--- config.mk ---
export PLATFORM = sky130hd
export DESIGN_NAME = spi_ram_master_flat
export DESIGN_NICKNAME = d
export VERILOG_FILES = /design/src/rtl/spi_pkg.sv /design/src/rtl/spi_ram_master_if.sv /design/src/rtl/spi_master_shifter.sv /design/src/rtl/spi_ram_master.sv /design/src/flat_wrapper.sv
export SDC_FILE = /design/constraint.sdc
export NUM_CORES = 1
export LEC_CHECK = 0
export CAP_MARGIN = 20
export CORE_ASPECT_RATIO = 1.5
export CORE_MARGIN = 3
export CORE_UTILIZATION = 54
export CTS_CLUSTER_SIZE = 30
export DETAILED_ROUTE_END_ITERATION = 16
export PLACE_DENSITY_LB_ADDON = 0.12
export RECOVER_POWER = 25
export SETUP_SLACK_MARGIN = 0.1
export SYNTH_ARGS = -nofsm -noshare
export SYNTH_HDL_FRONTEND = slang
export SYNTH_SLANG_ARGS = --single-unit
--- constraint.sdc ---
create_clock -name clk -period 2.29 [get_ports clk]
set_clock_uncertainty 0.2 [all_clocks]
set_input_delay 0.458 -clock clk [delete_from_list [all_inputs] [get_ports clk]]
set_output_delay 0.458 -clock clk [all_outputs]
set_load 0.1 [all_outputs]
--- src/rtl/spi_pkg.sv ---
// Shared types for the SPI RAM master: frame commands, FSM states and the
// latched host request, plus the helper that builds an 11-bit frame word.
package spi_pkg;

  typedef enum logic [1:0] {
    WRITE_A = 2'b00,
    WRITE   = 2'b01,
    READ_A  = 2'b10,
    READ    = 2'b11
  } mode_e;

  typedef enum logic [2:0] {
    ST_IDLE,
    ST_SEL,
    ST_SHIFT,
    ST_TAIL,
    ST_WAIT,
    ST_RECV,
    ST_GAP
  } state_e;

  typedef struct packed {
    logic [7:0] address;
    logic [7:0] data;
  } packet_t;

  localparam int FRAME_BITS = 11;

  // Word shifted out after c0: {sel, cmd, payload}; sel mirrors cmd[1].
  function automatic logic [FRAME_BITS-1:0] frame_word(mode_e mode, logic [7:0] payload);
    logic [1:0] code;
    code = 2'(mode);
    return {code[1], code, payload};
  endfunction

endpackage

--- src/rtl/spi_ram_master_if.sv ---
// Host request/response bus and SPI pins of the SPI RAM master.
// Handshake: a request transfers on a posedge where req_valid && req_ready;
// req_ready only rises in IDLE, so req_valid held while busy is simply ignored.
interface spi_ram_master_if;
  logic       req_valid;
  logic       req_ready;
  logic       req_rw;
  logic [7:0] req_addr;
  logic [7:0] req_wdata;
  logic       rsp_valid;
  logic [7:0] rsp_rdata;
  logic       busy;
  logic       SS_n;
  logic       MOSI;
  logic       MISO;

  modport master (
    input  req_valid, req_rw, req_addr, req_wdata, MISO,
    output req_ready, rsp_valid, rsp_rdata, busy, SS_n, MOSI
  );

  modport slave (
    output req_valid, req_rw, req_addr, req_wdata, MISO,
    input  req_ready, rsp_valid, rsp_rdata, busy, SS_n, MOSI
  );
endinterface

--- src/rtl/spi_master_shifter.sv ---
// 11-bit MOSI serializer and 8-bit MISO deserializer sharing one bit counter.
// MOSI is a register: it shows the loaded MSB the cycle after load and 0 when idle.
module spi_master_shifter (
  input  logic        clk,
  input  logic        rst,
  input  logic        load,
  input  logic [10:0] word,
  input  logic        shift,
  input  logic        cnt_clr,
  input  logic        rx_clr,
  input  logic        rx_en,
  input  logic        miso,
  output logic        mosi,
  output logic [7:0]  rx_data,
  output logic [3:0]  bit_cnt
);

  logic [10:0] sr_q;

  always_ff @(posedge clk) begin
    if (rst) begin
      sr_q    <= '0;
      mosi    <= 1'b0;
      bit_cnt <= '0;
      rx_data <= '0;
    end else begin
      if (load) begin
        mosi <= word[10];
        sr_q <= {word[9:0], 1'b0};
      end else if (shift) begin
        mosi <= sr_q[10];
        sr_q <= {sr_q[9:0], 1'b0};
      end else begin
        mosi <= 1'b0;
      end

      if (load || cnt_clr) begin
        bit_cnt <= '0;
      end else if (shift || rx_en) begin
        bit_cnt <= bit_cnt + 4'd1;
      end

      // MSB arrives first, so new bits enter on the LSB side.
      if (rx_clr) begin
        rx_data <= '0;
      end else if (rx_en) begin
        rx_data <= {rx_data[6:0], miso};
      end
    end
  end

endmodule

--- src/rtl/spi_ram_master.sv ---
// Host-side SPI master: turns one host write/read request into an address
// frame followed by a data frame on the SPI RAM slave, returning read data.
module spi_ram_master
  import spi_pkg::*;
#(
  parameter int TAIL   = 2,
  parameter int GAP    = 1,
  parameter int RD_LAT = 7
) (
  input  logic              clk,
  input  logic              rst,
  spi_ram_master_if.master  bus,
  output state_e            dbg_state
);

  localparam logic [7:0] TAIL_LAST = 8'(TAIL - 1);
  localparam logic [7:0] GAP_LAST  = 8'(GAP - 1);
  localparam logic [7:0] WAIT_LAST = 8'(RD_LAT - 2);

  state_e     state_q, state_d;
  logic       frame_q, frame_d;
  logic       rw_q, rw_d;
  packet_t    pkt_q, pkt_d;
  logic [7:0] timer_q, timer_d;
  logic       ss_n_q, ss_n_d;
  logic       ready_q, ready_d;
  logic       busy_q, busy_d;
  logic       rsp_q, rsp_d;

  logic        sh_load, sh_shift, sh_cnt_clr, rx_clr, rx_en;
  logic [3:0]  bit_cnt;
  logic        mosi;
  logic [7:0]  rx_data;
  mode_e       cur_mode;
  logic [7:0]  payload;

  // Frame index 0 carries the address, 1 carries data; rw picks the read commands.
  assign cur_mode = mode_e'({rw_q, frame_q});
  assign payload  = frame_q ? (rw_q ? 8'h00 : pkt_q.data) : pkt_q.address;

  spi_master_shifter u_shifter (
    .clk     (clk),
    .rst     (rst),
    .load    (sh_load),
    .word    (frame_word(cur_mode, payload)),
    .shift   (sh_shift),
    .cnt_clr (sh_cnt_clr),
    .rx_clr  (rx_clr),
    .rx_en   (rx_en),
    .miso    (bus.MISO),
    .mosi    (mosi),
    .rx_data (rx_data),
    .bit_cnt (bit_cnt)
  );

  always_ff @(posedge clk) begin
    if (rst) begin
      state_q <= ST_IDLE;
      frame_q <= 1'b0;
      rw_q    <= 1'b0;
      pkt_q   <= '0;
      timer_q <= '0;
      ss_n_q  <= 1'b1;
      ready_q <= 1'b1;
      busy_q  <= 1'b0;
      rsp_q   <= 1'b0;
    end else begin
      state_q <= state_d;
      frame_q <= frame_d;
      rw_q    <= rw_d;
      pkt_q   <= pkt_d;
      timer_q <= timer_d;
      ss_n_q  <= ss_n_d;
      ready_q <= ready_d;
      busy_q  <= busy_d;
      rsp_q   <= rsp_d;
    end
  end

  always_comb begin
    state_d    = state_q;
    frame_d    = frame_q;
    rw_d       = rw_q;
    pkt_d      = pkt_q;
    timer_d    = timer_q;
    ss_n_d     = ss_n_q;
    ready_d    = ready_q;
    busy_d     = busy_q;
    rsp_d      = 1'b0;
    sh_load    = 1'b0;
    sh_shift   = 1'b0;
    sh_cnt_clr = 1'b0;
    rx_clr     = 1'b0;
    rx_en      = 1'b0;

    unique case (state_q)
      ST_IDLE: begin
        if (bus.req_valid && ready_q) begin
          rw_d          = bus.req_rw;
          pkt_d.address = bus.req_addr;
          pkt_d.data    = bus.req_wdata;
          frame_d       = 1'b0;
          ss_n_d        = 1'b0;
          ready_d       = 1'b0;
          busy_d        = 1'b1;
          rx_clr        = 1'b1;
          state_d       = ST_SEL;
        end
      end

      ST_SEL: begin
        sh_load = 1'b1;
        state_d = ST_SHIFT;
      end

      // bit_cnt==10 is c11, the last payload bit on the wire.
      ST_SHIFT: begin
        if (bit_cnt == 4'd10) begin
          sh_cnt_clr = 1'b1;
          timer_d    = '0;
          state_d    = (cur_mode == READ) ? ST_WAIT : ST_TAIL;
        end else begin
          sh_shift = 1'b1;
        end
      end

      ST_TAIL: begin
        if (timer_q == TAIL_LAST) begin
          ss_n_d  = 1'b1;
          timer_d = '0;
          state_d = ST_GAP;
          if (frame_q) begin
            rsp_d  = 1'b1;
            busy_d = 1'b0;
          end
        end else begin
          timer_d = timer_q + 8'd1;
        end
      end

      ST_WAIT: begin
        if (timer_q == WAIT_LAST) begin
          timer_d = '0;
          state_d = ST_RECV;
        end else begin
          timer_d = timer_q + 8'd1;
        end
      end

      // Only the READ data frame reaches RECV, so it always completes the transaction.
      ST_RECV: begin
        rx_en = 1'b1;
        if (bit_cnt == 4'd7) begin
          ss_n_d  = 1'b1;
          timer_d = '0;
          rsp_d   = 1'b1;
          busy_d  = 1'b0;
          state_d = ST_GAP;
        end
      end

      ST_GAP: begin
        if (timer_q == GAP_LAST) begin
          timer_d = '0;
          if (frame_q) begin
            ready_d = 1'b1;
            state_d = ST_IDLE;
          end else begin
            frame_d = 1'b1;
            ss_n_d  = 1'b0;
            state_d = ST_SEL;
          end
        end else begin
          timer_d = timer_q + 8'd1;
        end
      end

      default: state_d = ST_IDLE;
    endcase
  end

  assign bus.req_ready = ready_q;
  assign bus.busy      = busy_q;
  assign bus.rsp_valid = rsp_q;
  assign bus.rsp_rdata = rx_data;
  assign bus.SS_n      = ss_n_q;
  assign bus.MOSI      = mosi;
  assign dbg_state     = state_q;

endmodule

--- src/flat_wrapper.sv ---
// flat-port wrapper written by rule: the top's interface ports become plain ports
module spi_ram_master_flat import spi_pkg::*;
#(
  parameter int TAIL   = 2,
  parameter int GAP    = 1,
  parameter int RD_LAT = 7
)
  (clk, rst, dbg_state, bus_req_valid, bus_req_rw, bus_req_addr, bus_req_wdata, bus_MISO, bus_req_ready, bus_rsp_valid, bus_rsp_rdata, bus_busy, bus_SS_n, bus_MOSI);
  spi_ram_master_if bus_i ();
  input  logic clk;
  input  logic rst;
  output state_e dbg_state;
  input wire logic [$bits(bus_i.req_valid)-1:0] bus_req_valid;
  input wire logic [$bits(bus_i.req_rw)-1:0] bus_req_rw;
  input wire logic [$bits(bus_i.req_addr)-1:0] bus_req_addr;
  input wire logic [$bits(bus_i.req_wdata)-1:0] bus_req_wdata;
  input wire logic [$bits(bus_i.MISO)-1:0] bus_MISO;
  output wire logic [$bits(bus_i.req_ready)-1:0] bus_req_ready;
  output wire logic [$bits(bus_i.rsp_valid)-1:0] bus_rsp_valid;
  output wire logic [$bits(bus_i.rsp_rdata)-1:0] bus_rsp_rdata;
  output wire logic [$bits(bus_i.busy)-1:0] bus_busy;
  output wire logic [$bits(bus_i.SS_n)-1:0] bus_SS_n;
  output wire logic [$bits(bus_i.MOSI)-1:0] bus_MOSI;
  assign bus_i.req_valid = bus_req_valid;
  assign bus_i.req_rw = bus_req_rw;
  assign bus_i.req_addr = bus_req_addr;
  assign bus_i.req_wdata = bus_req_wdata;
  assign bus_i.MISO = bus_MISO;
  assign bus_req_ready = bus_i.req_ready;
  assign bus_rsp_valid = bus_i.rsp_valid;
  assign bus_rsp_rdata = bus_i.rsp_rdata;
  assign bus_busy = bus_i.busy;
  assign bus_SS_n = bus_i.SS_n;
  assign bus_MOSI = bus_i.MOSI;
  spi_ram_master #(.TAIL(TAIL), .GAP(GAP), .RD_LAT(RD_LAT)) u_core (.clk(clk), .rst(rst), .bus(bus_i), .dbg_state(dbg_state));
endmodule
==> run summary <==
Status: completed
DR vias/cell: 5.53
Antenna diodes: 0
Syn Area/Cell: 8.45 µm²
Reg2reg end: u_core.dbg_state[0]$_SDFFE_PP0P_
Post-synth cell types: 44
Max-Slew Margin vs Limit: 0.637
CP max stage delay: 510 ps
Max Freq: 454 MHz
Grt ovf: 0
Worst-margin pin slew: 547 ps
Post-synth EDFFs: 0
Max VDD drop: 0.000586 V
GR Util All Layers: 0.208
Leading area contributor after synthesis: dfxtp_1
Crit Path Class: register to register
Vias in the first global route: 2203
Io pins: 37
Critical Path Stages: 5
CP Capture Type: register
Hold buffer count at CTS: 0
Global-route wire length before repair: 9910 µm
Chip width: 63.0 µm
WL final: 5770 µm
Ranking of synthesized cells by area: dfxtp_1, mux2i_1, nor2_1
Setup TNS: 0 ps
DRT Pass-1 Iters: 4
R2R Setup Slk: 90 ps
Routed length per instance: 13.7 µm
Die ar.: 5760 µm²
Port Buf Inserts: 36
CTS root buf: clkbuf_8
Worst r2r path cells: 5
CP top delay family: simple AND/OR/NAND/NOR gates
List of most frequent post-synthesis cells: dfxtp_1, nor2_1, nand2_1
Layout cells sized above 1: 0.160
Post-Syn Instances: 311
GPL Wtd Cong: 0.816
Core ar.: 4620 µm²
Post-placement cell area: 3160 µm²
Final min period: 2200 ps
Largest net degree at the start of global routing: 26
Remaining DRCs: 0
Clock transition at path regs: 110 ps
Cell Chain, Critical Path: or4_4, nor3_4, o221ai_4, or4_1, a21oi_2
CTS tree: yes
Syn nets: 337
Power Dens Cells: 1020 nW/µm²
Worst setup path end: u_core.dbg_state[0]$_SDFFE_PP0P_
Sequential share of the synthesized area: 0.426
Htree depth: 2
Cell area after synthesis: 2630 µm²
Starting Density: 0.569
CTS buffer count: 5
Clock latency on the worst-skew pair: 310 ps
CP Data Required Time: 2340 ps
Leakage power: 1.30 nW
Async set-or-reset flop fraction in the synthesized netlist: 0
RSZ-0062 raised after global routing: yes
Crit Path Max Fanout: 6
CP max-delay cell: or4_1
Final Cell Area: 3310 µm²
Critical Path Start Type: register
Nets: 381
P&R area growth vs syn: 25.8%
Number of max-cap violations: 0
Sum of net half-perimeters after detailed placement: 4110 µm
DR iter-0 viols: 92
Antenna Nets Post-Route: 0
# rows: 30
Fill cells: 366
Ys Warns: 0
Via count: 2324
Fin crit share: 0.961
Max-slew violations: 0
Hold Path Class: register to register
Die Ht: 91.5 µm
Final Hold Fails: 0
Post-synth top flop: dfxtp_1
Clock Path Buffers: 2
R2r startpoint: u_core.timer_q[6]$_SDFFE_PP0P_
CTS Sinks: 56
Most common cell in the netlist: dfxtp_1
Final Setup Violations: 0
Initial antenna violation count: 0
Crit path DAT: 2250 ps
Share of Yosys cell area claimed by the top area cell type: 0.426
Worst Setup SP: u_core.timer_q[6]$_SDFFE_PP0P_
Register bit total from synthesis: 56
WP buf/inv: 0
==> how the worst min path moves through the flow <==
stage,startpoint,endpoint,slack [ps],cells past startpoint
after floorplan,u_core.pkt_q[10]$_SDFFE_PP0P_,u_core.pkt_q[10]$_SDFFE_PP0P_,250,2
after global placement,u_core.u_shifter.sr_q[6]$_SDFFE_PP0P_,u_core.u_shifter.sr_q[7]$_SDFFE_PP0P_,270,2
after detailed placement,u_core.u_shifter.sr_q[10]$_SDFFE_PP0P_,u_core.u_shifter.sr_q[10]$_SDFFE_PP0P_,280,2
after CTS,u_core.u_shifter.sr_q[8]$_SDFFE_PP0P_,u_core.u_shifter.sr_q[9]$_SDFFE_PP0P_,300,2
after global routing,u_core.u_shifter.sr_q[6]$_SDFFE_PP0P_,u_core.u_shifter.sr_q[7]$_SDFFE_PP0P_,320,2
final,u_core.pkt_q[11]$_SDFFE_PP0P_,u_core.pkt_q[11]$_SDFFE_PP0P_,290,2
==> flip-flops by register name, indices dropped and copies added (netlist names) <==
| register | count |
|---|---|
| u_core.pkt_q | 16 |
| u_core.u_shifter.sr_q | 10 |
| u_core.timer_q | 8 |
| u_core.u_shifter.rx_data | 8 |
| u_core.u_shifter.bit_cnt | 4 |
| u_core.dbg_state | 3 |
| u_core.bus.SS_n | 1 |
| u_core.bus.busy | 1 |
| u_core.bus.req_ready | 1 |
| u_core.bus.rsp_valid | 1 |
| u_core.frame_q | 1 |
| u_core.rw_q | 1 |
| u_core.u_shifter.mosi | 1 |
==> routing by layer <==
| layer | part of all wire | GRT usage | wire length, µm | up-vias |
|---|---|---|---|---|
| li1 | - | - | - | 1179 |
| met1 | 0.43 | 0.247 | 2490 | 1074 |
| met2 | 0.52 | 0.374 | 3000 | 62 |
| met3 | 0.031 | 0.0359 | 179 | 9 |
| met4 | 0.017 | 0.0645 | 97 | 0 |
| met5 | 0 | 0 | 0 | - |
==> area by class of cell <==
type,count,area [µm²],share of cell area
repair buffers,56,482,0.146
inverters,6,22.5,0.00681
clock buffers,5,68.8,0.0208
well taps,64,80.1,0.0242
clock inverters,3,68.8,0.0208
flip-flops and latches,56,1130,0.340
multi-input cells,230,1460,0.441
==> worst min-delay path, stage by stage (launching register included) <==
cell	delay, ps
dfxtp_1	330
mux2i_1	60
nor2_1	70
==> timing repair <==
action,in CTS,in global routing
pin swaps,0,2
setup buffers,0,1
gates resized for setup,1,11
gates cloned,0,0
setup endpoints to repair,1,14
==> power breakdown <==
part / switching, W / internal [W]
sequential: 0.000166 / 0.00116
clock: 0.000326 / 0.000440
combinational: 0.000758 / 0.000527
==> through the flow <==
stage,worst slack (ps),util,cells,total power [W],hold slack (ps)
6_report,88.2,0.717,420,0.00338,291
5_1_grt,20.1,0.717,420,0.00357,320
4_1_cts,117,0.716,419,0.00337,299
3_5_place_dp,97.5,0.685,411,0.00260,277
3_3_place_gp,114,0.685,411,0.00258,270
2_1_floorplan,124,-,311,0.00220,252
==> layout by cell type, fill, tap and decap left out, drive strengths merged, types with 2 or more instances in the layout <==
master         synthesis  layout
a211oi                 2       2
a21oi                  8       8
a311oi                16      16
a31oi                  7       7
buf                    2      21
bufinv                 0       2
clkbuf                17      20
clkdlybuf4s50          0      20
dfxtp                 56      56
ha                     5       5
inv                    5       6
mux2i                 25      25
nand2                 36      36
nand2b                 4       4
nand3                  8       8
nand3b                 4       4
nor2                  53      53
nor2b                 15      15
nor3                   6       6
nor3b                  3       3
nor4                   2       2
o21ai                 13      13
or4                    2       2
xor2                   2       2
==> cell families after synthesis <==
| logic type | Yosys count | synth area share |
|---|---|---|
| and+or+nand+nor | 141 | 0.258 |
| DFF | 56 | 0.426 |
| muxes | 25 | 0.0952 |
| AOI/OAI and AO/OA | 56 | 0.150 |
| xor gates and xnor gates | 3 | 0.0100 |
| adders and majority gates | 5 | 0.0238 |
| buffers and inverters | 25 | 0.0366 |
Power figures use the tool's default switching activity.
